==> config.mk <==
export PLATFORM = sky130hd
export DESIGN_NAME = weight_rd_arbiter_flat
export DESIGN_NICKNAME = d
export VERILOG_FILES = /design/src/rtl/weight_rd_arbiter_if.sv /design/src/rtl/weight_rd_arbiter.sv /design/src/flat_wrapper.sv
export SDC_FILE = /design/constraint.sdc
export NUM_CORES = 1
export LEC_CHECK = 0
export ABC_AREA = 1
export CAP_MARGIN = 0
export CORE_AREA = 3 3 471 473
export CTS_CLUSTER_SIZE = 30
export DETAILED_ROUTE_END_ITERATION = 12
export DIE_AREA = 0 0 474 476
export HOLD_SLACK_MARGIN = 0.12
export PLACE_DENSITY = 0.3
export SYNTH_ARGS = -nofsm -noshare
export SYNTH_HDL_FRONTEND = slang
export SYNTH_SLANG_ARGS = --single-unit
export TNS_END_PERCENT = 1
==> constraint.sdc <==
create_clock -name clk -period 3.4 [get_ports clk]
set_input_delay 0.68 -clock clk [delete_from_list [all_inputs] [get_ports clk]]
set_output_delay 0.68 -clock clk [all_outputs]
set_load 0.01 [all_outputs]
==> src/rtl/weight_rd_arbiter_if.sv <==
// Weight-memory read bundle: requester-side request/return lanes plus the shared memory port.
// master is the arbiter side, slave is the environment (requesters and memory).
interface weight_rd_arbiter_if #(
  parameter int unsigned NUM_REQ   = 4,
  parameter int unsigned BUS_WIDTH = 512
);
  logic [NUM_REQ-1:0]        req_rd_en;
  logic [NUM_REQ-1:0][31:0]  req_rd_addr;
  logic [NUM_REQ-1:0]        req_rd_ready;
  logic [NUM_REQ-1:0]        req_rd_valid;
  logic [BUS_WIDTH-1:0]      req_rd_data;
  logic                      mem_rd_en;
  logic [31:0]               mem_rd_addr;
  logic [BUS_WIDTH-1:0]      mem_rd_data;
  logic                      mem_rd_valid;

  modport master (
    input  req_rd_en, req_rd_addr, mem_rd_data, mem_rd_valid,
    output req_rd_ready, req_rd_valid, req_rd_data, mem_rd_en, mem_rd_addr
  );

  modport slave (
    output req_rd_en, req_rd_addr, mem_rd_data, mem_rd_valid,
    input  req_rd_ready, req_rd_valid, req_rd_data, mem_rd_en, mem_rd_addr
  );
endinterface

==> src/rtl/weight_rd_arbiter.sv <==
// Round-robin arbiter sharing one weight-memory read port among NUM_REQ requesters.
// Issued requester IDs are queued so in-order memory returns reach the right requester.
module weight_rd_arbiter #(
  parameter int unsigned NUM_REQ         = 4,
  parameter int unsigned BUS_WIDTH       = 512,
  parameter int unsigned MAX_OUTSTANDING = 8
) (
  input  logic                               clk,
  input  logic                               rst_n,
  weight_rd_arbiter_if.master                rd,
  output logic [$clog2(MAX_OUTSTANDING):0]   outstanding,
  output logic                               err_unexpected
);
  localparam int unsigned IW = $clog2(NUM_REQ);
  localparam int unsigned PW = $clog2(MAX_OUTSTANDING);
  localparam int unsigned CW = PW + 1;

  logic [IW-1:0]      last_grant;
  logic [IW-1:0]      gnt_idx;
  logic [IW-1:0]      cand;
  logic               gnt_any;
  logic               full;
  logic               pop;
  logic [NUM_REQ-1:0] eligible;
  logic [NUM_REQ-1:0] grant;
  logic [IW-1:0]      id_fifo [MAX_OUTSTANDING];
  logic [PW-1:0]      wr_ptr;
  logic [PW-1:0]      rd_ptr;

  // Full uses this cycle's count only; a same-cycle pop frees its slot next cycle.
  assign full     = (outstanding >= CW'(MAX_OUTSTANDING));
  assign eligible = rst_n ? (rd.req_rd_en & {NUM_REQ{!full}}) : '0;
  assign pop      = rd.mem_rd_valid && (outstanding != '0);

  always_comb begin
    gnt_any = 1'b0;
    gnt_idx = last_grant;
    cand    = '0;
    for (int unsigned k = 1; k <= NUM_REQ; k++) begin
      cand = IW'((32'(last_grant) + k) % NUM_REQ);
      if (!gnt_any && eligible[cand]) begin
        gnt_any = 1'b1;
        gnt_idx = cand;
      end
    end
    grant = '0;
    if (gnt_any) grant[gnt_idx] = 1'b1;
  end

  assign rd.req_rd_ready = grant;

  always_ff @(posedge clk) begin
    if (!rst_n) begin
      last_grant        <= IW'(NUM_REQ - 1);
      wr_ptr            <= '0;
      rd_ptr            <= '0;
      outstanding       <= '0;
      err_unexpected    <= 1'b0;
      rd.mem_rd_en      <= 1'b0;
      rd.mem_rd_addr    <= '0;
      rd.req_rd_valid   <= '0;
      rd.req_rd_data    <= '0;
      for (int unsigned i = 0; i < MAX_OUTSTANDING; i++) id_fifo[i] <= '0;
    end else begin
      rd.mem_rd_en    <= gnt_any;
      rd.req_rd_valid <= '0;
      if (gnt_any) begin
        last_grant       <= gnt_idx;
        rd.mem_rd_addr   <= rd.req_rd_addr[gnt_idx];
        id_fifo[wr_ptr]  <= gnt_idx;
        wr_ptr           <= wr_ptr + 1'b1;
      end
      if (pop) begin
        rd.req_rd_valid[id_fifo[rd_ptr]] <= 1'b1;
        rd.req_rd_data                   <= rd.mem_rd_data;
        rd_ptr                           <= rd_ptr + 1'b1;
      end
      // A return with nothing in flight is dropped and flagged until reset.
      if (rd.mem_rd_valid && (outstanding == '0)) err_unexpected <= 1'b1;
      if (gnt_any && !pop)      outstanding <= outstanding + 1'b1;
      else if (pop && !gnt_any) outstanding <= outstanding - 1'b1;
    end
  end
endmodule
==> src/flat_wrapper.sv <==
// flat-port wrapper written by rule: the top's interface ports become plain ports
module weight_rd_arbiter_flat 
#(
  parameter int unsigned NUM_REQ         = 4,
  parameter int unsigned BUS_WIDTH       = 512,
  parameter int unsigned MAX_OUTSTANDING = 8
)
  (clk, rst_n, outstanding, err_unexpected, rd_req_rd_en, rd_req_rd_addr, rd_mem_rd_data, rd_mem_rd_valid, rd_req_rd_ready, rd_req_rd_valid, rd_req_rd_data, rd_mem_rd_en, rd_mem_rd_addr);
  weight_rd_arbiter_if #(.NUM_REQ(NUM_REQ), .BUS_WIDTH(BUS_WIDTH)) rd_i ();
  input  logic clk;
  input  logic rst_n;
  output logic [$clog2(MAX_OUTSTANDING):0] outstanding;
  output logic err_unexpected;
  input wire logic [$bits(rd_i.req_rd_en)-1:0] rd_req_rd_en;
  input wire logic [$bits(rd_i.req_rd_addr)-1:0] rd_req_rd_addr;
  input wire logic [$bits(rd_i.mem_rd_data)-1:0] rd_mem_rd_data;
  input wire logic [$bits(rd_i.mem_rd_valid)-1:0] rd_mem_rd_valid;
  output wire logic [$bits(rd_i.req_rd_ready)-1:0] rd_req_rd_ready;
  output wire logic [$bits(rd_i.req_rd_valid)-1:0] rd_req_rd_valid;
  output wire logic [$bits(rd_i.req_rd_data)-1:0] rd_req_rd_data;
  output wire logic [$bits(rd_i.mem_rd_en)-1:0] rd_mem_rd_en;
  output wire logic [$bits(rd_i.mem_rd_addr)-1:0] rd_mem_rd_addr;
  assign rd_i.req_rd_en = rd_req_rd_en;
  assign rd_i.req_rd_addr = rd_req_rd_addr;
  assign rd_i.mem_rd_data = rd_mem_rd_data;
  assign rd_i.mem_rd_valid = rd_mem_rd_valid;
  assign rd_req_rd_ready = rd_i.req_rd_ready;
  assign rd_req_rd_valid = rd_i.req_rd_valid;
  assign rd_req_rd_data = rd_i.req_rd_data;
  assign rd_mem_rd_en = rd_i.mem_rd_en;
  assign rd_mem_rd_addr = rd_i.mem_rd_addr;
  weight_rd_arbiter #(.NUM_REQ(NUM_REQ), .BUS_WIDTH(BUS_WIDTH), .MAX_OUTSTANDING(MAX_OUTSTANDING)) u_core (.clk(clk), .rst_n(rst_n), .rd(rd_i), .outstanding(outstanding), .err_unexpected(err_unexpected));
endmodule
* Word-level counts from Yosys, hierarchy flattened
Memory sizes are Yosys's and may differ from the RTL's. A register that Yosys moved wholly into a read port is not among the register bits.
Cells that the tools add are included.
** Storage, ports and cells
- RAM bits :: 16
- Output and inout port bits :: 558
- Input bits :: 647
- Bits in registers :: 562
- Word-level logic and storage cells :: 83
- Memories :: 1
** Operators by class
- Reduce and logical (&&, ||, !) cells :: 20
- $lt $le $gt $ge :: 9
- Add/subtract/negate cells :: 8
- Multiplexer cells :: 35
- Bitwise operators :: 1
** Memories
- u_core.id_fifo :: words 8, width 2, rd ports 1, clocked after memory_dff 1, write ports 8, line weight_rd_arbiter.sv:26 : logic [IW-1:0] id_fifo [MAX_OUTSTANDING];
** Operators by type and width (count)
- binary-select mux 32 bit (select 2 bit) :: 1
- 2-to-1 mux 32 bit :: 1
- < comparator 2 x 3 -> 1 bit (second input constant) :: 6
- 2-to-1 mux 4 bit :: 4
- 2-to-1 mux 1 bit :: 15
- 2-to-1 mux 2 bit :: 5
- logical AND 1 bit :: 9
- 2-to-1 mux 3 bit :: 3
- binary-select mux 1 bit (select 2 bit) :: 4
- adder 3 x 1 -> 3 bit (second input constant) :: 2
- logical NOT 1 bit :: 6
- adder 2 x 1 -> 2 bit (second input constant) :: 2
- adder 2 bit (second input constant) :: 2
- adder 4 x 1 -> 4 bit (second input constant) :: 1
- AND 4 bit :: 1
- demux 1 bit (select 2 bit) :: 2
- >= comparator 2 x 1 -> 1 bit (second input constant) :: 2
- >= comparator 4 bit (second input constant) :: 1
- logical NOT 4 bit :: 1
- nonzero test 4 bit :: 1
- subtractor 4 x 1 -> 4 bit (second input constant) :: 1
- AND reduction 2 bit :: 1
- nonzero test 2 bit :: 1
- OR reduction 2 bit :: 1

* Logic depth before layout (Yosys ltp)
Gate-level depths: netlist of run 1.
- Depth in word-level cells :: 21
- Depth in mapped cells :: 20
- Mapped depth without buffers :: 18

* Least setup slack after synthesis of run 1
OpenSTA, ideal clock, no wires.
- Kind :: input -> register
- Start point :: input port rst_n
- End point :: register u_core.outstanding[3]
- Slack :: 0.344 ns
- Arrival time :: 2.987 ns
- Data required time :: 3.330 ns
- Setup time :: 0.070 ns
- Cell stages on the path :: 19
- Path buffers :: 3
- Cell sequence :: buf_4 nand4_1 nand3_1 nand2_1 nand2_1 inv_2 nand4_2 buf_6 buf_2 ha_1 inv_1 ha_1 nand2_1 nor2_1 a211oi_1 o21ai_0 a21oi_1 o21ai_0 a21oi_1
** On the way
- Word-level cells in the longest chain between the ends :: 16
- Elaborated cells between the ends (all ways) :: 24
- Classes of those cells :: 14 x mux; 10 x reduce/logical
** Ends and longest elaborated chain
- start: declaration :: line flat_wrapper.sv:11 : input logic rst_n;
- 2-to-1 mux 4 bit * :: line weight_rd_arbiter.sv:32 : assign eligible = rst_n ? (rd.req_rd_en & {NUM_REQ{!full}}) : '0;
- binary-select mux 1 bit (select 2 bit) :: line weight_rd_arbiter.sv:41 : if (!gnt_any && eligible[cand]) begin
- 2-to-1 mux 1 bit (not written as such) :: line weight_rd_arbiter.sv:41
- 2-to-1 mux 1 bit :: line weight_rd_arbiter.sv:41
- logical NOT 1 bit :: line weight_rd_arbiter.sv:41
- logical AND 1 bit :: line weight_rd_arbiter.sv:41
- 2-to-1 mux 1 bit :: line weight_rd_arbiter.sv:41
- logical NOT 1 bit :: line weight_rd_arbiter.sv:41
- logical AND 1 bit :: line weight_rd_arbiter.sv:41
- 2-to-1 mux 1 bit :: line weight_rd_arbiter.sv:41
- logical NOT 1 bit :: line weight_rd_arbiter.sv:41
- logical AND 1 bit :: line weight_rd_arbiter.sv:41
- 2-to-1 mux 1 bit * :: line weight_rd_arbiter.sv:41
- via u_core.gnt_any :: line weight_rd_arbiter.sv:21 : logic gnt_any;
- logical NOT 1 bit :: line weight_rd_arbiter.sv:81 : else if (pop && !gnt_any) outstanding <= outstanding - 1'b1;
- logical AND 1 bit :: line weight_rd_arbiter.sv:81
- nonzero test 2 bit (no line)
- end signal: assignment :: line weight_rd_arbiter.sv:80 : if (gnt_any && !pop) outstanding <= outstanding + 1'b1;
- end signal: assignment :: line weight_rd_arbiter.sv:81
- end: declaration :: line weight_rd_arbiter.sv:11 : output logic [$clog2(MAX_OUTSTANDING):0] outstanding,
The timed path passes the listed nets; every way through them passes the cells marked *. The select of a mux whose other input is x is not followed.
A chain may end at the register's enable or synchronous reset.

* Final worst setup path of run 1
- Start point :: register u_core.last_grant[0]
- End point :: output port rd_req_rd_ready[3]
** On the way
- Word-level cells in the longest chain between the ends :: 18
- Elaborated cells between the ends (all ways) :: 32
- Classes of those cells :: 4 x add/sub; 2 x order compare; 19 x mux; 7 x reduce/logical
** Ends and longest elaborated chain
- start: declaration :: line weight_rd_arbiter.sv:18 : logic [IW-1:0] last_grant;
- start signal: assignment :: line weight_rd_arbiter.sv:54 : last_grant <= IW'(NUM_REQ - 1);
- start signal: assignment :: line weight_rd_arbiter.sv:68 : last_grant <= gnt_idx;
- adder 2 x 1 -> 2 bit :: line weight_rd_arbiter.sv:40 : cand = IW'((32'(last_grant) + k) % NUM_REQ);
- binary-select mux 1 bit (select 2 bit) :: line weight_rd_arbiter.sv:41
- 2-to-1 mux 1 bit (not written as such) :: line weight_rd_arbiter.sv:41
- 2-to-1 mux 1 bit :: line weight_rd_arbiter.sv:41
- logical NOT 1 bit :: line weight_rd_arbiter.sv:41
- logical AND 1 bit :: line weight_rd_arbiter.sv:41
- 2-to-1 mux 1 bit :: line weight_rd_arbiter.sv:41
- logical NOT 1 bit :: line weight_rd_arbiter.sv:41
- (+2 left out)
- logical NOT 1 bit :: line weight_rd_arbiter.sv:41
- logical AND 1 bit :: line weight_rd_arbiter.sv:41
- 2-to-1 mux 2 bit :: line weight_rd_arbiter.sv:41
- < comparator 2 x 3 -> 1 bit (not written as such) / >= comparator 2 x 1 -> 1 bit (equally long branches) :: line weight_rd_arbiter.sv:47 : if (gnt_any) grant[gnt_idx] = 1'b1;
- logical AND 1 bit (not written as such) :: line weight_rd_arbiter.sv:47
- 2-to-1 mux 1 bit (not written as such) :: line weight_rd_arbiter.sv:47
- demux 1 bit (select 2 bit)
- 2-to-1 mux 4 bit * :: line weight_rd_arbiter.sv:47
- end: declaration :: line flat_wrapper.sv:18 : output wire logic [$bits(rd_i.req_rd_ready)-1:0] rd_req_rd_ready;
Mark *: on every way between the ends. The rest lies on a longest branch, timed or not. The select of a mux whose other input is x is not followed.

==> results_tabular.tex, run 1 <==
\begin{tabular}{lr}
\hline
Metric & Value \\
\hline
\multicolumn{2}{l}{\textbf{Job}} \\
Total of max-cap violations & 0 \\
\multicolumn{2}{l}{\textbf{Die}} \\
Effective utilization at floorplan & between 10\% and 20\% \\
Area of the die & 0.2256 mm² \\
Die span in y & $\sim$480 µm \\
I/O pin count & about 1200 \\
Core box area & between 0.2 and 0.25 mm² \\
Overall die width & roughly 470 µm \\
Number of placement rows & roughly 170 \\
\multicolumn{2}{l}{\textbf{Power and ir drop}} \\
Leak Pwr & roughly 16 nW \\
VDD IR-drop max & between 0.4 and 0.5 mV \\
P per Cell Area & $\sim$870 mW/mm² \\
Power after layout & 35.16 mW \\
\multicolumn{2}{l}{\textbf{Finish}} \\
Highest-count cells in the layout ignoring fill and taps & sky130\_fd\_sc\_hd\_\_clkdlybuf4s50\_1, sky130\_fd\_sc\_hd\_\_nor2\_1, sky130\_fd\_sc\_hd\_\_dfxtp\_1 \\
Leading cell type in the layout, fill and taps excluded & sky130\_fd\_sc\_hd\_\_clkdlybuf4s50\_1 \\
Fin area & 0.04037 mm² \\
Combined area of the multi-input logic cells & roughly 0.009 mm² \\
Syn-to-layout area delta & 85.30\% \\
Filler cells & around 24000 \\
NumNets Final & approximately 4800 \\
Sequential standard cell area & approximately 0.012 mm² \\
Post-Route Utilization & between 10\% and 20\% \\
Proportion of layout cells with a drive suffix above 1 & roughly 6\% \\
\multicolumn{2}{l}{\textbf{Synth}} \\
Xor/xnor cell area share of the yosys netlist & 0.04020\% \\
Count of yosys warnings during synthesis & 0 \\
Adder and majority gate portion of the synthesized area & less than 1\% \\
Mux cell area share after synthesis & 0\% \\
Sequential cell area fraction in the yosys report & between 50\% and 60\% \\
Fraction of the mapped netlist area in compound gates & $\sim$13\% \\
Net count after synthesis & 3590 \\
Simple-gate share of the synthesized area & about 28\% \\
Cell Area, Synth & about 0.022 mm² \\
Largest family of logic cells by synthesized area & simple AND/OR/NAND/NOR gates \\
Number of distinct library cells after synthesis & 29 \\
Average size of a mapped cell & 7.417 µm² \\
Gate count after technology mapping & 2937 \\
Synthesis-stage register bit count & between 500 and 600 \\
\multicolumn{2}{l}{\textbf{Setup path}} \\
Worst Reg-to-Reg Cells & 19 \\
Required time at the endpoint of the critical path & roughly 2.7 ns \\
Crit end category & primary output \\
Endpoint arrival time on the critical path & about 2.4 ns \\
Worst flop-to-flop path endpoint & u\_core.outstanding[3] \\
Critical Path Source Type & flop \\
Start-to-end type of the worst setup path & flop to primary output \\
Worst R2R Setup Slack & approximately 0.52 ns \\
Reg-to-reg startpoint & u\_core.last\_grant[0] \\
Worst-path maximum fanout & 12 \\
\multicolumn{2}{l}{\textbf{Routing}} \\
DRC violation total after the first TritonRoute iteration & 1132 \\
Total length of routed wires & roughly 170 mm \\
Initial DRT Pass Iterations & 5 \\
Remaining antenna violation count after routing & 0 \\
DR vias & about 24000 \\
\# DRC & 0 \\
Vias per cell & 3.471 \\
Routed wire per std cell & around 24 µm \\
\multicolumn{2}{l}{\textbf{Global route}} \\
GRT overflow & 0 \\
Wire length of the first global-routing pass & around 220 mm \\
Largest net degree at the start of global routing & 152 \\
Number of global-route vias before repair & between 20000 and 25000 \\
Overall Global Routing Usage & roughly 14\% \\
Initial antenna violation count & 82 \\
\multicolumn{2}{l}{\textbf{STA}} \\
Fin crit share & 90.66\% \\
Final hold violation count & 0 \\
Setup Skew & between 0.02 and 0.03 ns \\
Final count of negative-setup-slack endpoints & 0 \\
Worst-case headroom to the max-slew limit & about 46\% \\
Max Freq & $\sim$320 MHz \\
Setup repair after global routing missed its margin & no \\
Worst setup slack after layout & roughly 0.32 ns \\
Minimum period implied by the final worst setup slack & just over 3 ns \\
Final-report max-slew violation count & 0 \\
Slew @ Worst Pin & 0.8095 ns \\
\multicolumn{2}{l}{\textbf{Clocking}} \\
Count of H-tree levels built during CTS & 3 \\
Sink count of the clock tree & 581 \\
Later-pin clock latency in the skew report & around 0.7 ns \\
CTS Buf Count & 87 \\
CTS max path bufs & 3 \\
CTS Root Cell & sky130\_fd\_sc\_hd\_\_clkbuf\_16 \\
CTS tree & done \\
Clock transition at the registers of the reported paths & roughly 0.05 ns \\
\multicolumn{2}{l}{\textbf{Hold path}} \\
Hold path startpoint & u\_core.err\_unexpected \\
Hold Path Depth & 2 \\
Class of the worst hold path & flop to flop \\
Hold Path End & u\_core.err\_unexpected \\
\multicolumn{2}{l}{\textbf{Placed design}} \\
HPWL after DPL & $\sim$140 mm \\
Cell area after placement & about 0.037 mm² \\
Count of input and output buffers & about 1200 \\
Final weighted congestion in routability-driven placement & 0.8026 \\
Minimum setup slack after placement & -0.1650 ns \\
\multicolumn{2}{l}{\textbf{Run status}} \\
Run status & finished clean \\
\hline
\end{tabular}
[synth_stat cells]
| master | instances | area, µm² |
|---|---|---|
| sky130_fd_sc_hd__a211oi_1 | 1 | 7.510 |
| sky130_fd_sc_hd__a211oi_2 | 1 | 12.51 |
| sky130_fd_sc_hd__a21oi_1 | 8 | 40.04 |
| sky130_fd_sc_hd__buf_1 | 9 | 33.78 |
| sky130_fd_sc_hd__buf_2 | 32 | 160.2 |
| sky130_fd_sc_hd__buf_4 | 10 | 75.07 |
| sky130_fd_sc_hd__buf_6 | 8 | 90.09 |
| sky130_fd_sc_hd__clkbuf_1 | 153 | 574.3 |
| sky130_fd_sc_hd__clkinv_1 | 2 | 7.510 |
| sky130_fd_sc_hd__dfxtp_1 | 565 | 11310 |
| sky130_fd_sc_hd__edfxtp_1 | 16 | 480.5 |
| sky130_fd_sc_hd__fa_1 | 1 | 20.02 |
| sky130_fd_sc_hd__ha_1 | 5 | 62.56 |
| sky130_fd_sc_hd__inv_1 | 36 | 135.1 |
| sky130_fd_sc_hd__inv_2 | 4 | 15.01 |
| sky130_fd_sc_hd__inv_4 | 1 | 6.260 |
| sky130_fd_sc_hd__nand2_1 | 271 | 1017 |
| sky130_fd_sc_hd__nand2_2 | 8 | 50.05 |
| sky130_fd_sc_hd__nand2_4 | 2 | 22.52 |
| sky130_fd_sc_hd__nand3_1 | 104 | 520.5 |
| sky130_fd_sc_hd__nand3_2 | 5 | 50.05 |
| sky130_fd_sc_hd__nand4_1 | 9 | 56.30 |
| sky130_fd_sc_hd__nand4_2 | 1 | 12.51 |
| sky130_fd_sc_hd__nor2_1 | 1135 | 4260 |
| sky130_fd_sc_hd__nor2_2 | 2 | 12.51 |
| sky130_fd_sc_hd__o21ai_0 | 531 | 2658 |
| sky130_fd_sc_hd__o21ai_1 | 12 | 60.06 |
| sky130_fd_sc_hd__o22ai_1 | 4 | 25.02 |
| sky130_fd_sc_hd__xor2_1 | 1 | 8.760 |
[routing by layer]
metal,GRT usage [%],part of all wire (%)
met1,16.01,39
met2,23.53,45
met3,8.861,13
met4,2.750,2.0
met5,0,0.11
[worst max-delay path by stage]
stage	end	slack (ns)	cells after the start	startpoint
2_1_floorplan	u_core.outstanding[3]	0.34	19	rst_n
3_3_place_gp	u_core.outstanding[3]	-0.29	20	rd_req_rd_en[1]
3_5_place_dp	u_core.outstanding[3]	-0.17	17	rd_req_rd_en[2]
4_1_cts	rd_req_rd_ready[3]	-0.19	12	u_core.outstanding[3]
5_1_grt	rd_req_rd_ready[1]	0.02	13	u_core.last_grant[0]
6_report	rd_req_rd_ready[3]	0.32	12	u_core.last_grant[0]
[stage by stage]
step                instances  setup TNS (ns)  hold WS (ns)
CTS                      7028         -0.3671        0.4398
floorplan                2937               0        0.4334
global route             7033               0        0.4701
detailed placement       6871         -0.8301        0.4484
global placement         6871          -1.138        0.4470
finish                   7044               0        0.4516
[registers in the layout, indices dropped and copies added (netlist names), named ones only]
| name | cells |
|---|---|
| u_core.rd.mem_rd_addr | 32 |
| u_core.rd.req_rd_data | 512 |
| u_core.rd.mem_rd_en | 1 |
| u_core.rd_ptr | 3 |
| u_core.wr_ptr | 3 |
| u_core.outstanding | 4 |
| u_core.id_fifo | 16 |
| u_core.rd.req_rd_valid | 4 |
| u_core.err_unexpected | 1 |
| u_core.last_grant | 2 |
[critical path, cell delays in order (launching register included)]
cell and delay (ns):
sky130_fd_sc_hd__dfxtp_4 0.38, sky130_fd_sc_hd__inv_6 0.11, sky130_fd_sc_hd__nand2_1 0.10, sky130_fd_sc_hd__nand2_4 0.10, sky130_fd_sc_hd__nand3_2 0.12, sky130_fd_sc_hd__nand2_4 0.08
sky130_fd_sc_hd__nand2_1 0.05, sky130_fd_sc_hd__inv_2 0.08, sky130_fd_sc_hd__nand4_2 0.17, sky130_fd_sc_hd__buf_4 0.20, sky130_fd_sc_hd__nand2_2 0.10, sky130_fd_sc_hd__nor2_1 0.04
sky130_fd_sc_hd__dlymetal6s2s_1 0.17
[cell type report]
class / count / area share (%)
Timing Repair Buffer: 1295 / 32.10
Multi-Input combinational cell: 2101 / 22.09
Clock buffer: 133 / 6.366
Clock inverter: 21 / 0.8276
Sequential cell: 581 / 29.23
Tap cell: 2854 / 8.846
Inverter: 43 / 0.4370
Antenna cell: 16 / 0.09918
[timing repair]
item                       in CTS  in global routing
hold buffers                    0                  0
setup endpoints to repair       4                  4
setup buffers                   3                  0
cloned                          0                  0
gates resized for setup        10                  9
[power by group]
group	switching, mW	internal, mW	total [mW]
Clock	3.82	5.60	9.42
Sequential	1.16	8.84	10.0
Combinational	9.33	6.41	15.7
Total	14.3	20.9	35.2
[cells by family after synthesis]
| logic type | after synthesis |
|---|---|
| AND/OR/NAND/NOR | 1537 |
| flip-flops | 581 |
| AO/OA/AOI/OAI | 557 |
| buffers and inverters | 255 |
| adder cells (fa/ha/maj) | 6 |
| XOR/XNOR | 1 |
Power figures use the tool's default switching activity.
==> inputs of run 2 (changes only) <==
--- a/config.mk
+++ b/config.mk
@@ -7,10 +7,10 @@
 export LEC_CHECK = 0
 export ABC_AREA = 1
 export CAP_MARGIN = 0
-export CORE_AREA = 3 3 471 473
+export CORE_AREA = 2 2 463 465
 export CTS_CLUSTER_SIZE = 30
 export DETAILED_ROUTE_END_ITERATION = 12
-export DIE_AREA = 0 0 474 476
+export DIE_AREA = 0 0 465 467
 export HOLD_SLACK_MARGIN = 0.12
 export PLACE_DENSITY = 0.3
 export SYNTH_ARGS = -nofsm -noshare
==> results_tabular.tex, run 2 (synthesis gave the netlist of run 1 again) <==
\begin{tabular}{lr}
\hline
Metric & Value \\
\hline
\multicolumn{2}{l}{\textbf{Run status}} \\
Run status & finished clean (unchanged) \\
\multicolumn{2}{l}{\textbf{Global route}} \\
Number of global-route vias before repair & 24730 (was 24720) \\
Largest net degree at the start of global routing & 170 (was 152) \\
Initial antenna violation count & 79 (was 82) \\
GRT overflow & 0 (unchanged) \\
Wire length of the first global-routing pass & 223.6 mm (was 223.3 mm) \\
Overall Global Routing Usage & 14.99\% (was 14.41\%) \\
\multicolumn{2}{l}{\textbf{Die}} \\
Area of the die & 0.2172 mm² (was 0.2256 mm²) \\
Number of placement rows & 169 (was 171) \\
Die span in y & 467 µm (was 476 µm) \\
Effective utilization at floorplan & 10.29\% (was 10.02\%) \\
Core box area & 0.2117 mm² (was 0.2174 mm²) \\
Overall die width & 465 µm (was 474 µm) \\
I/O pin count & 1205 (unchanged) \\
\multicolumn{2}{l}{\textbf{Setup path}} \\
Endpoint arrival time on the critical path & 2.59 ns (was 2.40 ns) \\
Slowest Stage Delay on Critical Path & 0.46 ns (was 0.38 ns) \\
Start-to-end type of the worst setup path & input port to primary output (was flop to primary output) \\
Reg-to-reg startpoint & u\_core.last\_grant[0] (unchanged) \\
Crit-path slowest cell & sky130\_fd\_sc\_hd\_\_clkdlybuf4s50\_1 (was sky130\_fd\_sc\_hd\_\_dfxtp\_4) \\
Worst Reg-to-Reg Cells & 19 (unchanged) \\
Required time at the endpoint of the critical path & 2.72 ns (about the same) \\
Buffers \& Inverters on Critical Path & 4 (unchanged) \\
Worst flop-to-flop path endpoint & u\_core.outstanding[3] (unchanged) \\
Critical Path, Cell by Cell & clkdlybuf4s50\_1 > nand2\_4 > nor2\_2 > nand2\_1 > nand3\_2 > nand2\_2 > nand2\_1 > inv\_2 > nand2\_1 > nand2\_1 > nand2\_1 > buf\_4 > nand2\_2 > nand2\_4 > nor2\_1 > clkdlybuf4s15\_2 (was inv\_6 > nand2\_1 > nand2\_4 > nand3\_2 > nand2\_4 > nand2\_1 > inv\_2 > nand4\_2 > buf\_4 > nand2\_2 > nor2\_1 > dlymetal6s2s\_1) \\
Worst R2R Setup Slack & 0.44 ns (was 0.52 ns) \\
Critical Path Source Type & input port (was flop) \\
Worst-path maximum fanout & 4 (was 12) \\
Cell type with the highest occurrence count on the critical path & sky130\_fd\_sc\_hd\_\_nand2\_1 \\
Kind of cell with the highest combined delay on the critical path & simple AND/OR/NAND/NOR gates (unchanged) \\
Crit end category & primary output (unchanged) \\
\multicolumn{2}{l}{\textbf{Routing}} \\
Initial DRT Pass Iterations & 5 (unchanged) \\
Total length of routed wires & 168.8 mm (was 170.4 mm) \\
DRC violation total after the first TritonRoute iteration & 1247 (was 1132) \\
DR vias & 24350 (was 24450) \\
Remaining antenna violation count after routing & 0 (unchanged) \\
\# DRC & 0 (unchanged) \\
Vias per cell & 3.461 (was 3.471) \\
Routed wire per std cell & 23.99 µm (was 24.20 µm) \\
\multicolumn{2}{l}{\textbf{Hold path}} \\
Hold Path End & u\_core.err\_unexpected (unchanged) \\
Hold path startpoint & u\_core.err\_unexpected (unchanged) \\
Hold Path Depth & 2 (unchanged) \\
Class of the worst hold path & flop to flop (unchanged) \\
\multicolumn{2}{l}{\textbf{STA}} \\
Setup Skew & 0.02264 ns (was 0.02697 ns) \\
Worst-case headroom to the max-slew limit & 29.60\% (was 46.03\%) \\
Worst setup slack after layout & 0.1290 ns (was 0.3175 ns) \\
Final-report max-slew violation count & 0 (unchanged) \\
Setup repair after global routing missed its margin & yes (was no) \\
Final worst hold slack & 0.4471 ns (was 0.4516 ns) \\
Fin crit share & 96.21\% (was 90.66\%) \\
Max Freq & 305.7 MHz (was 324.4 MHz) \\
Final count of negative-setup-slack endpoints & 0 (unchanged) \\
Minimum period implied by the final worst setup slack & 3.271 ns (was 3.083 ns) \\
Final hold violation count & 0 (unchanged) \\
Slew @ Worst Pin & 1.056 ns (was 0.8095 ns) \\
\multicolumn{2}{l}{\textbf{Placed design}} \\
Cell area after placement & 0.03742 mm² (was 0.03738 mm²) \\
Final weighted congestion in routability-driven placement & 0.8291 (was 0.8026) \\
Count of input and output buffers & 1204 (unchanged) \\
HPWL after DPL & 134.6 mm (was 135.2 mm) \\
Minimum setup slack after placement & -0.4353 ns (was -0.1650 ns) \\
\multicolumn{2}{l}{\textbf{Finish}} \\
Highest-count cells in the layout ignoring fill and taps & sky130\_fd\_sc\_hd\_\_clkdlybuf4s50\_1, sky130\_fd\_sc\_hd\_\_nor2\_1, sky130\_fd\_sc\_hd\_\_dfxtp\_1 (unchanged) \\
NumNets Final & 4781 (was 4762) \\
Proportion of layout cells with a drive suffix above 1 & 6.625\% (was 6.133\%) \\
Registers with the highest flip-flop counts & u\_core.rd.req\_rd\_data (512), u\_core.rd.mem\_rd\_addr (32), u\_core.id\_fifo (16) (unchanged) \\
Post-Route Utilization & 19.10\% (was 18.57\%) \\
Max FFs per register & 512 (unchanged) \\
Syn-to-layout area delta & 85.56\% (was 85.30\%) \\
Top register by number of flip-flops & u\_core.rd.req\_rd\_data (unchanged) \\
Leading cell type in the layout, fill and taps excluded & sky130\_fd\_sc\_hd\_\_clkdlybuf4s50\_1 (unchanged) \\
Fin area & 0.04042 mm² (was 0.04037 mm²) \\
\multicolumn{2}{l}{\textbf{Clocking}} \\
Number of hold buffers added after CTS & 0 (unchanged) \\
CTS Root Cell & sky130\_fd\_sc\_hd\_\_clkbuf\_16 (unchanged) \\
Sink count of the clock tree & 581 (unchanged) \\
CTS Buf Count & 85 (was 87) \\
Count of H-tree levels built during CTS & 3 (unchanged) \\
Later-pin clock latency in the skew report & 0.72 ns (was 0.70 ns) \\
CTS tree & done (unchanged) \\
CTS max path bufs & 3 (unchanged) \\
Clock transition at the registers of the reported paths & 0.05 ns (about the same) \\
\multicolumn{2}{l}{\textbf{Power and ir drop}} \\
Power after layout & 35.03 mW (was 35.16 mW) \\
Leak Pwr & 15.58 nW (was 15.53 nW) \\
VDD IR-drop max & 0.4447 mV (was 0.4683 mV) \\
P per Cell Area & 866.6 mW/mm² (was 871.1 mW/mm²) \\
\multicolumn{2}{l}{\textbf{Job}} \\
Total of max-cap violations & 0 (unchanged) \\
\hline
\end{tabular}
==> run 2: what timing repair did <==
item                       in CTS  in global routing
gates cloned                    0                  0
setup buffers                   3                  2
resized for setup              21                  5
setup endpoints to repair       4                  4
pin swaps                       0                  1
==> run 2: worst max path at each step <==
stage,startpoint,endpoint,cells after the start
finish,rd_req_rd_en[2],rd_req_rd_ready[2],16
global route,u_core.last_grant[0],rd_req_rd_ready[2],14
CTS,u_core.last_grant[0],rd_req_rd_ready[3],14
detailed placement,rd_req_rd_en[2],rd_req_rd_ready[1],14
global placement,rd_req_rd_en[2],rd_req_rd_ready[1],14
floorplan,rst_n,u_core.outstanding[3],19
==> run 2: tightest hold or removal path, cell delays in order (launching register included) <==
cell and delay (ns):
sky130_fd_sc_hd__dfxtp_1 0.30, sky130_fd_sc_hd__inv_1 0.05, sky130_fd_sc_hd__a21oi_1 0.05
==> run 2: stage by stage <==
step / std cells / setup TNS (ns)
after floorplan: 2937 / 0
after global placement: 6857 / -2.249
after detailed placement: 6857 / -1.983
after CTS: 7015 / 0
after global routing: 7024 / -0.1097
final: 7034 / 0
==> run 2: power breakdown <==
group	switching, mW	internal [mW]	leakage [nW]
clock	3.89	5.53	1.41
combinational	9.14	6.50	9.32
sequential	1.14	8.84	4.85
==> run 2: area by class of cell <==
class / count / area [µm²]
fillers: 23830 / 171200
diodes: 17 / 42.54
well taps: 2821 / 3530
multi-input cells: 2101 / 8951
clock inverters: 31 / 447.9
clock buffers: 124 / 2425
repair buffers: 1316 / 13050
inverters: 43 / 173.9
flip-flops and latches: 581 / 11800
==> run 2: per-layer routing <==
| layer | wire length, µm | global-route usage [%] |
|---|---|---|
| met5 | 245 | 0 |
| met4 | 3773 | 3.640 |
| met3 | 20690 | 8.325 |
| met2 | 77680 | 24.60 |
| met1 | 66390 | 16.75 |
==> inputs of run 3 (changes only) <==
--- a/config.mk
+++ b/config.mk
@@ -5,12 +5,12 @@
 export SDC_FILE = /design/constraint.sdc
 export NUM_CORES = 1
 export LEC_CHECK = 0
-export ABC_AREA = 1
+export ABC_AREA = 0
 export CAP_MARGIN = 0
-export CORE_AREA = 2 2 463 465
+export CORE_AREA = 2 2 464 466
 export CTS_CLUSTER_SIZE = 30
 export DETAILED_ROUTE_END_ITERATION = 12
-export DIE_AREA = 0 0 465 467
+export DIE_AREA = 0 0 466 468
 export HOLD_SLACK_MARGIN = 0.12
 export PLACE_DENSITY = 0.3
 export SYNTH_ARGS = -nofsm -noshare
==> results_tabular.tex, run 3 <==
\begin{tabular}{lr}
\hline
Metric & Value \\
\hline
\multicolumn{2}{l}{\textbf{Die}} \\
Area of the die & 0.2181 mm² (was 0.2172 mm²) \\
Number of placement rows & 170 (was 169) \\
Core box area & 0.2133 mm² (was 0.2117 mm²) \\
Die span in y & 468 µm (was 467 µm) \\
Effective utilization at floorplan & 10.85\% (was 10.29\%) \\
Overall die width & 466 µm (was 465 µm) \\
I/O pin count & 1205 (unchanged) \\
\multicolumn{2}{l}{\textbf{STA}} \\
Worst-case headroom to the max-slew limit & 26.24\% (was 29.60\%) \\
Minimum period implied by the final worst setup slack & 3.318 ns (was 3.271 ns) \\
Post-Route Setup TNS & 0 ns (unchanged) \\
Fin crit share & 97.58\% (was 96.21\%) \\
Max Freq & 301.4 MHz (was 305.7 MHz) \\
Final count of negative-setup-slack endpoints & 0 (unchanged) \\
Setup repair after global routing missed its margin & no (was yes) \\
Slew @ Worst Pin & 1.106 ns (was 1.056 ns) \\
Final-report max-slew violation count & 0 (unchanged) \\
Setup Skew & 0.03988 ns (was 0.02264 ns) \\
Final hold violation count & 0 (unchanged) \\
Final worst hold slack & 0.4162 ns (was 0.4471 ns) \\
\multicolumn{2}{l}{\textbf{Synth}} \\
Sequential cell area fraction in the yosys report & 50.93\% (was 54.13\%) \\
Top post-synthesis cells by count & sky130\_fd\_sc\_hd\_\_nand2\_1, sky130\_fd\_sc\_hd\_\_dfxtp\_1, sky130\_fd\_sc\_hd\_\_a21oi\_1 (was sky130\_fd\_sc\_hd\_\_nor2\_1, sky130\_fd\_sc\_hd\_\_dfxtp\_1, sky130\_fd\_sc\_hd\_\_o21ai\_0) \\
Simple-gate share of the synthesized area & 23.91\% (was 27.55\%) \\
Number of synthesized flops with an enable pin & 16 (unchanged) \\
Async set-reset flop share out of synthesis & 0\% (unchanged) \\
Cell types with the largest area share after synthesis & sky130\_fd\_sc\_hd\_\_dfxtp\_1, sky130\_fd\_sc\_hd\_\_nand2\_1, sky130\_fd\_sc\_hd\_\_a21oi\_1 (was sky130\_fd\_sc\_hd\_\_dfxtp\_1, sky130\_fd\_sc\_hd\_\_nor2\_1, sky130\_fd\_sc\_hd\_\_o21ai\_0) \\
Cell with the most instances after synthesis & sky130\_fd\_sc\_hd\_\_nand2\_1 (was sky130\_fd\_sc\_hd\_\_nor2\_1) \\
Net count after synthesis & 3537 (was 3590) \\
Fraction of the mapped netlist area in compound gates & 18.57\% (was 12.87\%) \\
Adder and majority gate portion of the synthesized area & 0.3567\% (was 0.3791\%) \\
Top\_reg\_cell synth & sky130\_fd\_sc\_hd\_\_dfxtp\_1 (unchanged) \\
Count of yosys warnings during synthesis & 0 (unchanged) \\
Number of distinct library cells after synthesis & 48 (was 29) \\
Mux cell area share after synthesis & 0.5729\% (was 0\%) \\
Synthesis-stage register bit count & 581 (unchanged) \\
Cell Area, Synth & 0.02315 mm² (was 0.02178 mm²) \\
Xor/xnor cell area share of the yosys netlist & 0.2648\% (was 0.04020\%) \\
Average size of a mapped cell & 8.027 µm² (was 7.417 µm²) \\
Yosys top cell by area & sky130\_fd\_sc\_hd\_\_dfxtp\_1 (unchanged) \\
Area share of the largest cell type after synthesis & 48.86\% (was 51.92\%) \\
Largest family of logic cells by synthesized area & simple AND/OR/NAND/NOR gates (unchanged) \\
Gate count after technology mapping & 2884 (was 2937) \\
\multicolumn{2}{l}{\textbf{Routing}} \\
Initial DRT Pass Iterations & 7 (was 5) \\
Vias per cell & 3.590 (was 3.461) \\
Remaining antenna violation count after routing & 0 (unchanged) \\
\# DRC & 0 (unchanged) \\
Total length of routed wires & 159.2 mm (was 168.8 mm) \\
DR vias & 24800 (was 24350) \\
DRC violation total after the first TritonRoute iteration & 1234 (was 1247) \\
Routed wire per std cell & 23.05 µm (was 23.99 µm) \\
\multicolumn{2}{l}{\textbf{Clocking}} \\
Number of hold buffers added after CTS & 0 (unchanged) \\
Later-pin clock latency in the skew report & 0.72 ns (about the same) \\
Buffer count from post-CTS setup fixing & 0 (was 3) \\
Clock transition at the registers of the reported paths & 0.06 ns (was 0.05 ns) \\
CTS tree & done (unchanged) \\
CTS Buf Count & 85 (unchanged) \\
Sink count of the clock tree & 581 (unchanged) \\
CTS max path bufs & 3 (unchanged) \\
CTS Root Cell & sky130\_fd\_sc\_hd\_\_clkbuf\_16 (unchanged) \\
Count of H-tree levels built during CTS & 3 (unchanged) \\
\multicolumn{2}{l}{\textbf{Hold path}} \\
Class of the worst hold path & input port to flop (was flop to flop) \\
\multicolumn{2}{l}{\textbf{Global route}} \\
Number of global-route vias before repair & 24440 (was 24730) \\
GRT overflow & 0 (unchanged) \\
Largest net degree at the start of global routing & 200 (was 170) \\
Wire length of the first global-routing pass & 213.0 mm (was 223.6 mm) \\
Overall Global Routing Usage & 13.88\% (was 14.99\%) \\
Initial antenna violation count & 66 (was 79) \\
\multicolumn{2}{l}{\textbf{Setup path}} \\
Required time at the endpoint of the critical path & 2.72 ns (about the same) \\
Slowest Stage Delay on Critical Path & 0.55 ns (was 0.46 ns) \\
Crit-path slowest cell & sky130\_fd\_sc\_hd\_\_clkdlybuf4s50\_1 (unchanged) \\
Crit end category & primary output (unchanged) \\
Worst-path maximum fanout & 4 (unchanged) \\
Critical Path Source Type & input port (unchanged) \\
Cell type with the highest occurrence count on the critical path & sky130\_fd\_sc\_hd\_\_clkdlybuf4s50\_1 (was sky130\_fd\_sc\_hd\_\_nand2\_1) \\
Start-to-end type of the worst setup path & input port to primary output (unchanged) \\
Critical Path, Cell by Cell & clkdlybuf4s50\_1 > and3b\_1 > o41ai\_4 > o31a\_4 > and3\_1 > clkdlybuf4s50\_1 (was clkdlybuf4s50\_1 > nand2\_4 > nor2\_2 > nand2\_1 > nand3\_2 > nand2\_2 > nand2\_1 > inv\_2 > nand2\_1 > nand2\_1 > nand2\_1 > buf\_4 > nand2\_2 > nand2\_4 > nor2\_1 > clkdlybuf4s15\_2) \\
Endpoint arrival time on the critical path & 2.64 ns (was 2.59 ns) \\
\multicolumn{2}{l}{\textbf{Placed design}} \\
Post-Place Cells & 6739 (was 6857) \\
Final weighted congestion in routability-driven placement & 0.7830 (was 0.8291) \\
Cell area after placement & 0.03836 mm² (was 0.03742 mm²) \\
HPWL after DPL & 120.4 mm (was 134.6 mm) \\
Count of input and output buffers & 1204 (unchanged) \\
\multicolumn{2}{l}{\textbf{Power and ir drop}} \\
Leak Pwr & 14.39 nW (was 15.58 nW) \\
P per Cell Area & 737.1 mW/mm² (was 866.6 mW/mm²) \\
VDD IR-drop max & 0.4473 mV (was 0.4447 mV) \\
Power after layout & 30.37 mW (was 35.03 mW) \\
\multicolumn{2}{l}{\textbf{Finish}} \\
NumNets Final & 4641 (was 4781) \\
Top register by number of flip-flops & u\_core.rd.req\_rd\_data (unchanged) \\
Registers with the highest flip-flop counts & u\_core.rd.req\_rd\_data (512), u\_core.rd.mem\_rd\_addr (32), u\_core.id\_fifo (16) (unchanged) \\
Proportion of layout cells with a drive suffix above 1 & 6.045\% (was 6.625\%) \\
Leading cell type in the layout, fill and taps excluded & sky130\_fd\_sc\_hd\_\_clkdlybuf4s50\_1 (unchanged) \\
Highest-count cells in the layout ignoring fill and taps & sky130\_fd\_sc\_hd\_\_clkdlybuf4s50\_1, sky130\_fd\_sc\_hd\_\_nand2\_1, sky130\_fd\_sc\_hd\_\_dfxtp\_1 (was sky130\_fd\_sc\_hd\_\_clkdlybuf4s50\_1, sky130\_fd\_sc\_hd\_\_nor2\_1, sky130\_fd\_sc\_hd\_\_dfxtp\_1) \\
Syn-to-layout area delta & 77.96\% (was 85.56\%) \\
Fin area & 0.04120 mm² (was 0.04042 mm²) \\
Max FFs per register & 512 (unchanged) \\
Cell Count, Final, Fillers Out & 6908 (was 7034) \\
\multicolumn{2}{l}{\textbf{Job}} \\
Total of max-cap violations & 0 (unchanged) \\
\multicolumn{2}{l}{\textbf{Run status}} \\
Run status & finished clean (unchanged) \\
\hline
\end{tabular}
## run 3: final timing paths
path,startpoint,end,slack (ns),cells past startpoint
worst max-delay path,rd_req_rd_en[0],rd_req_rd_ready[0],0.08,6
worst min-delay path,rst_n,u_core.last_grant[1],0.42,3
worst max register to register,u_core.outstanding[0],u_core.outstanding[3],0.77,11
worst min register to register,u_core.rd.req_rd_data[202],u_core.rd.req_rd_data[202],0.45,2
## run 3: report_power, final
part	switching (mW)	internal [mW]	total [mW]
combinational	7.17	5.01	12.2
clock	3.79	5.23	9.02
sequential	0.887	8.28	9.17
## run 3: final cells by class
cell class	count	area [µm²]
Clock inverter	25	301.5
Sequential cell	581	11800
Tap cell	2838	3551
Timing Repair Buffer	1275	12840
Multi-Input combinational cell	2040	10150
Clock buffer	127	2485
Inverter	5	33.78
Antenna cell	17	42.54
Fill cell	23860	172100
## run 3: kinds of logic after synthesis
| logic type | after synthesis |
|---|---|
| mux | 8 |
| fa+ha+maj | 6 |
| buf+inv | 263 |
| compound gates | 706 |
| flops | 581 |
| xor+xnor | 7 |
| simple gates | 1313 |
## run 3: per-stage QoR
stage	setup WS (ns)	util (%)
3_5_place_dp	-0.04353	17.98
6_report	0.08218	19.31
3_3_place_gp	-0.04899	17.98
4_1_cts	0.01027	19.29
2_1_floorplan	0.6851	-
5_1_grt	0.001141	19.30
## run 3: critical path, delay by kind of cell
family	cells	cell delay, ns
simple gates	2	0.37
compound gates	2	0.51
buf+inv	2	1.08
## run 3: routing by layer
layer | track usage (%) | vias up | wire (µm)
li1 | - | 11940 | -
met1 | 16.33 | 11720 | 65580
met2 | 22.75 | 912 | 73810
met3 | 6.365 | 192 | 16530
met4 | 3.409 | 36 | 3066
met5 | 0 | - | 214
## run 3: repair_timing
action	in CTS	in global routing
setup endpoints to repair	4	1
endpoints found under the hold margin	0	0
gates resized for setup	6	1
